--- src/rtl/display_pkg.sv ---
// Shared types and default timing constants for the dual-digit display multiplexer.
package display_pkg;

    typedef enum logic [1:0] {BLANK1, SHOW1, BLANK2, SHOW2} mux_state_t;

    // 48 MHz clock: 100000 cycles per slot gives 240 Hz per digit.
    localparam int DISP_DIV   = 100000;
    localparam int DISP_BLANK = 1000;

endpackage

--- src/rtl/display_mux_synchronizer.sv ---
// Parameterized-width two-flop synchronizer for slow asynchronous inputs such as DIP switches.
module synchronizer #(
    parameter int WIDTH = 4
) (
    input  logic             clk,
    input  logic             reset,
    input  logic [WIDTH-1:0] d,
    output logic [WIDTH-1:0] q
);

    logic [WIDTH-1:0] meta;

    always_ff @(posedge clk or posedge reset) begin
        if (reset) begin
            meta <= '0;
            q    <= '0;
        end else begin
            meta <= d;
            q    <= meta;
        end
    end

endmodule

--- src/rtl/display_mux.sv ---
// Time-multiplexes two synchronized switch nibbles onto one seven-segment decoder,
// with a blanking interval at the start of each digit slot to prevent ghosting.
module display_mux
    import display_pkg::*;
#(
    parameter int DIV   = DISP_DIV,
    parameter int BLANK = DISP_BLANK
) (
    input  logic       clk,
    input  logic       reset,
    input  logic [3:0] switch1,
    input  logic [3:0] switch2,
    output logic [3:0] digit,
    output logic       anode1_n,
    output logic       anode2_n
);

    localparam int CW = $clog2(DIV);
    localparam logic [CW-1:0] CNT_LAST       = CW'(DIV - 1);
    localparam logic [CW-1:0] CNT_BLANK_LAST = CW'(BLANK - 1);

    generate
        if (DIV < 2) begin : g_div_check
            $error("display_mux: DIV must be at least 2");
        end
        if (BLANK < 1 || BLANK >= DIV) begin : g_blank_check
            $error("display_mux: BLANK must satisfy 1 <= BLANK < DIV");
        end
    endgenerate

    logic [3:0]    sw1_sync;
    logic [3:0]    sw2_sync;
    mux_state_t    state;
    mux_state_t    state_next;
    logic [CW-1:0] cnt;
    logic [CW-1:0] cnt_next;

    synchronizer #(.WIDTH(4)) u_sync1 (.clk(clk), .reset(reset), .d(switch1), .q(sw1_sync));
    synchronizer #(.WIDTH(4)) u_sync2 (.clk(clk), .reset(reset), .d(switch2), .q(sw2_sync));

    always_ff @(posedge clk or posedge reset) begin
        if (reset) begin
            state <= BLANK1;
        end else begin
            state <= state_next;
        end
    end

    always_comb begin
        state_next = state;
        cnt_next   = (cnt == CNT_LAST) ? '0 : cnt + CW'(1);
        unique case (state)
            BLANK1:  if (cnt == CNT_BLANK_LAST) state_next = SHOW1;
            SHOW1:   if (cnt == CNT_LAST)       state_next = BLANK2;
            BLANK2:  if (cnt == CNT_BLANK_LAST) state_next = SHOW2;
            SHOW2:   if (cnt == CNT_LAST)       state_next = BLANK1;
            default: state_next = BLANK1;
        endcase
    end

    // Outputs are registered from the next state so the pins come straight off flops;
    // the digit is latched only on slot entry so it never changes while lit.
    always_ff @(posedge clk or posedge reset) begin
        if (reset) begin
            cnt      <= '0;
            digit    <= 4'h0;
            anode1_n <= 1'b1;
            anode2_n <= 1'b1;
        end else begin
            cnt      <= cnt_next;
            anode1_n <= (state_next != SHOW1);
            anode2_n <= (state_next != SHOW2);
            if (state == SHOW2 && state_next == BLANK1) begin
                digit <= sw1_sync;
            end else if (state == SHOW1 && state_next == BLANK2) begin
                digit <= sw2_sync;
            end
        end
    end

endmodule

--- config.mk ---
export PLATFORM = sky130hd
export DESIGN_NAME = display_mux
export DESIGN_NICKNAME = d
export VERILOG_FILES = /design/src/rtl/display_pkg.sv /design/src/rtl/display_mux_synchronizer.sv /design/src/rtl/display_mux.sv
export SDC_FILE = /design/constraint.sdc
export NUM_CORES = 1
export LEC_CHECK = 0
export CAP_MARGIN = 5
export CORE_MARGIN = 2
export CORE_UTILIZATION = 49
export DETAILED_ROUTE_END_ITERATION = 8
export GPL_TIMING_DRIVEN = 0
export PLACE_DENSITY_LB_ADDON = 0.15
export REMOVE_ABC_BUFFERS = 1
export SYNTH_ARGS = -nofsm -noshare
export SYNTH_HDL_FRONTEND = slang
export SYNTH_SLANG_ARGS = --single-unit
export TNS_END_PERCENT = 1
--- constraint.sdc ---
create_clock -name clk -period 1.6 [get_ports clk]
set_input_delay 0.24 -clock clk [delete_from_list [all_inputs] [get_ports clk]]
set_output_delay 0.24 -clock clk [all_outputs]
set_load 0.02 [all_outputs]
== Word level (Yosys, flattened, before mapping) ==
Cells that the tools add are included.
Operators by class
  add/subtract/negate cells: 1
  eq/ne operators: 8
  mux-type cells: 8
  reductions and logical operators: 5
Operators with widths (count)
  $add A17 B1 Y17 const B: 1
  $eq A17 B10 Y1 const B: 1
  $eq A17 B17 Y1 const B: 1
  $mux W17: 1
  $mux W2: 4
  $mux W4: 2
  $pmux W2 S4: 1
  $eq A2 B2 Y1 const B: 3
  $logic_not A2 Y1: 2
  $eq A2 B1 Y1 const B: 1
  $logic_and A1 B1 Y1: 2
  $ne A2 B1 Y1 const B: 1
  $ne A2 B2 Y1 const B: 1
  $reduce_bool A2 Y1: 1
Word-level totals
  register bits: 41
  input port bits: 10
  output and inout port bits: 6
  word-level logic and storage cells: 31

== Depth between registers and ports, before layout ==
  depth after elaboration: 7
  depth in mapped cells: 6
  depth with buffers taken out: 5

== Cells and area by module ==
From an unflattened synthesis, not the netlist that was laid out.
Second synthesis, totals
  cells, all modules: 125
  area total of the unflattened synthesis: 1640.3 µm²
By module, submodules not included
  display_mux: times used 1, cells an instance 107, area an instance 1232.4 µm², seq. area each 628.1 µm²
  synchronizer: times used 2, cells an instance 9, area an instance 203.9 µm², seq. area each 200.2 µm²

== Worst setup path after synthesis ==
Ideal clock, no wire load.
  path type: reg2reg
  start point: reg cnt[11]
  end point: reg digit[0]
  arrival: 1.593 ns
  data required time: 1.475 ns
  slack: -0.118 ns
  stages on the path, launching flop included: 5
  path buffers: 0
  clock period less this slack: 1.718 ns
  path through: dfrtp_1 > or4_4 > nor3_4 > nand2_4 > mux2_4
Between the ends
  longest elaborated chain between the ends: 6
  elaborated cells on any way between the ends: 13
  those cells by class: eq/ne: 3; mux: 6; reduce/logical: 4
RTL lines
  start: declaration: RTL line display_mux.sv:35  | logic [CW-1:0] cnt;
  start signal: assignment: RTL line display_mux.sv:70  | cnt <= cnt_next;
  $eq A17 B17 Y1 / $eq A17 B10 Y1 (equally long branches)
  $mux W2, on equally long branches
  $pmux W2 S4 *: RTL line display_mux.sv:52  | unique case (state)
  $eq A2 B2 Y1 / $logic_not A2 Y1 (equally long branches): RTL line display_mux.sv:75, display_mux.sv:73
  $logic_and A1 B1 Y1, on equally long branches: RTL line display_mux.sv:75, display_mux.sv:73
  $reduce_bool A2 Y1 (no line) / $mux W4 (equally long branches)
  end signal: assignment: RTL line display_mux.sv:74  | digit <= sw1_sync;
  end signal: assignment: RTL line display_mux.sv:76  | digit <= sw2_sync;
  end: declaration: RTL line display_mux.sv:13  | output logic [3:0] digit,
Every way passes the cells marked *; elsewhere a longest branch is shown, timed or not.
A chain may end at the register's enable or synchronous reset.

== Final worst setup path ==
  start point: reg cnt[13]
  end point: reg cnt[10]
Between the ends
  longest elaborated chain between the ends: 2
RTL lines
  $eq A17 B17 Y1: RTL line display_mux.sv:51  | cnt_next = (cnt == CNT_LAST) ? '0 : cnt + CW'(1);
  $mux W17: RTL line display_mux.sv:51
  via cnt_next[10]: RTL line display_mux.sv:36  | logic [CW-1:0] cnt_next;
The timed path passes the listed nets, and every way through them passes these cells.

==> flow_summary.yaml <==
run_status:
  run_status: "finished, violations left"
  failed_checks: "setup timing"
synth:
  postSynthAreaPerCell_um2: 12.98
  netlist_area_um2: 1635
  synth-seq-cells: 41
  yosysWarningCount: 0
  synth_sequential_area_ratio_pct: 62.89
  synth.top_cell.area_share_pct: 59.68
  postSynth.asyncResetShare_pct: 100.0
  synthCells: 126
  yosys_most_used_dff: "dfrtp_1"
  post_synth_main_area_contributors: "dfrtp_1 (60%), xor2_1 (4.3%), mux2_4 (3.7%)"
  number_of_synthesized_flops_with_an_enable_pin: 0
  synthDominantAreaCellType: "dfrtp_1"
  yosys.cell_types.count: 30
timing:
  final_cycle_share_pct: 106.3
  timing.clock.skew_ns: 0.01002
  worst_slew_pin_slew_ns: 0.8028
  finalSetupViolations: 14
  timing.final.ws_setup_ns: -0.1014
  hold_violations_final: 0
  maximum_clock_frequency_mhz: 587.8
  rsz0062_at_grt: "yes"
  finalCriticalPeriod_ns: 1.701
  slew-limit-headroom_pct: 46.40
  timing.final.max_slew_violations: 0
hold_path:
  hold-path-cell-count: 1
  hp-start: "switch2[3]"
  min_to: "u_sync2.meta[3]$_DFF_PP0_"
  hold_path_class: "in2reg"
placed_design:
  detailed_place_hpwl_mm: 1.813
  io_buffers: 15
  gp_congestion: 0.9247
  preCtsSetupSlack_ns: -0.2082
die:
  initial_core_util_pct: 52.70
  num_rows: 20
  die_height_um: 61.77
  design.portCount: 16
  die-area_um2: 3816
  die_width_um: 61.77
  placeableCoreArea_um2: 3103
cells_and_area:
  postLayoutCoreUtil_pct: 63.06
  antenna-diode-count: 0
  post_route_cells_drive_above_1_share_pct: 21.62
  synthToLayoutAreaGrowth_pct: 19.66
  layout.nets: 158
drt:
  drt_iter0_drc: 41
  totalWireLength_mm: 2.684
  num_vias: 1019
  wire_per_inst_um: 13.98
  post_drt_via_cell_ratio: 5.307
  firstDrtPassIters: 4
  ant_nets: 0
  drt_drc_violations_left: 0
worst_setup_path:
  setup.worst_path.end_class: "register"
  critical_path.reg2reg.startpoint: "cnt[13]$_DFF_PP0_"
  critical_path.reg2reg.endpoint: "cnt[10]$_DFF_PP0_"
  timing.critical_path.from: "cnt[13]$_DFF_PP0_"
  timing_worst_setup_path_type: "reg2reg"
  critPathArrivalTime_ns: 1.95
  crit_slowest_cell: "or4_4"
  r2r.worst_path.cells: 4
  critical_path.max_stage_delay_ns: 0.56
  worstPathMaxFanout: 9
  setup.worst_path.start_class: "register"
  worst-endpoint-required_ns: 1.85
  timing.critical_path.cells: "or4_4 -> nor3_4 -> and2_2 -> o221ai_2"
  ff2ff_setup_slack_ns: -0.10
global_route:
  most_used_routing_layer: "met2"
  use_met1_pct: 25.14
  first_global_vias: 977
  gr-usage-met2_pct: 25.26
  grt.overflow.total: 0
  grt.total_usage_pct: 17.67
  grtUsageMet3_pct: 6.832
  grt_antenna_before_repair: 0
  grt_first_pass_wirelength_mm: 4.678
  grt_start_max_net_pins: 42
clock_network:
  tritoncts: "built"
  master_cell_of_the_clock_root_buffer: "clkbuf_4"
  cts.htree.levels: 2
  tritoncts_num_sinks: 41
  cts_max_path_buffers: 2
  cts-hold-fix-buffers: 0
  cts.clk_slew.worst_paths_ns: 0.13
  cts-buffers-inserted: 5
  worst_skew_pair.late_latency_ns: 0.36
job:
  cap_violations: 0
pwr:
  p_total_uw: 1792
  power_density_nw_per_um2: 915.8
  power.static_leakage_uw: 0.0009406
  vdd.ir_drop.worst_v: 0.0006532
-- registers in the layout, summed over array words and instances (netlist names) --
name          flops
u_sync2.q         4
u_sync1.q         4
anode1_n          1
u_sync2.meta      4
state             2
cnt              17
u_sync1.meta      4
digit             4
anode2_n          1
-- where the power goes --
part	total [µW]	internal [µW]	switching [µW]
registers	1060	1060	5.03
clock network	685	331	354
logic	45.6	23.1	22.6
-- synth_stat cells, types with 2 or more instances --
library cell	number
and3_1	4
buf_4	2
dfrtp_1	39
dfstp_2	2
inv_1	3
mux2_2	4
mux2_4	4
nand2_1	4
nand3_1	10
nand4_1	4
nor2_1	11
nor2b_1	2
nor3_1	2
nor4_1	5
o21ai_0	2
or3_1	2
xnor2_1	6
xor2_1	8
-- cells in the final DEF, fill, tap and decap left out, types with 3 or more instances in the layout --
cell type	instances
nor4_1	3
clkbuf_4	5
dlymetal6s2s_1	4
mux2_2	4
nand3_1	10
nand2_1	4
xor2_1	8
nand4_1	4
and3_1	4
nor2_1	11
xnor2_1	6
dfrtp_1	38
mux2_4	4
clkdlybuf4s50_1	9
-- worst max-delay path by stage --
| stage | to | slack, ns | cells past startpoint |
|---|---|---|---|
| after floorplan | digit[0]$_DFFE_PP0P_ | -0.12 | 4 |
| after global placement | cnt[10]$_DFF_PP0_ | -0.32 | 2 |
| after detailed placement | digit[1]$_DFFE_PP0P_ | -0.21 | 4 |
| after CTS | digit[1]$_DFFE_PP0P_ | -0.1 | 4 |
| after global routing | cnt[10]$_DFF_PP0_ | -0.19 | 4 |
| final | cnt[10]$_DFF_PP0_ | -0.10 | 4 |
-- repair_timing --
action,in CTS,in global routing
pin swaps,2,0
gates cloned,0,0
gates resized for setup,6,7
buffers inserted,2,0
endpoints found under the setup margin,22,22
-- through the flow --
step	instance area, µm²	TNS [ns]	hold WS (ns)	cells
global route	1957	-2.430	0.2608	192
floorplan	1609	-0.7314	0.2714	123
global placement	1814	-14.75	0.3326	182
CTS	1929	-0.9011	0.2913	192
finish	1957	-0.9275	0.3028	192
detailed placement	1814	-2.454	0.3381	182
-- worst max-delay path: cells and delay by family (launching register included) --
family          cells  cell delay (ns)
flops               1             0.40
simple gates        3             1.06
compound gates      1             0.13
-- cells by family (layout without fill, tap and decap cells) --
logic type	count (synthesis)	in the layout	synth area share [%]
adder cells (fa/ha/maj)	1	1	0.7650
multiplexers	8	8	6.427
AO/OA/AOI/OAI	6	6	2.754
XOR/XNOR	14	14	7.498
AND/OR/NAND/NOR	50	50	17.37
flip-flops	41	41	62.89
buffers and inverters	6	28	2.295
-- layout make-up --
class                           instances  area, µm²
Clock buffer                            5      37.54
Clock inverter                          3      46.29
Fill cell                             262       1146
Inverter                                3      11.26
Multi-Input combinational cell         79      604.3
Sequential cell                        41       1030
Tap cell                               44      55.05
Timing Repair Buffer                   17      172.7
-- metal layers --
metal	vias to the layer above	share of wire, %	routed length (µm)
met1	513	47	1259
li1	477	-	-
met3	7	4.8	129
met5	-	0	0
met4	0	1.6	43
met2	22	47	1251
Note: power is estimated with default switching activity, not from simulation.
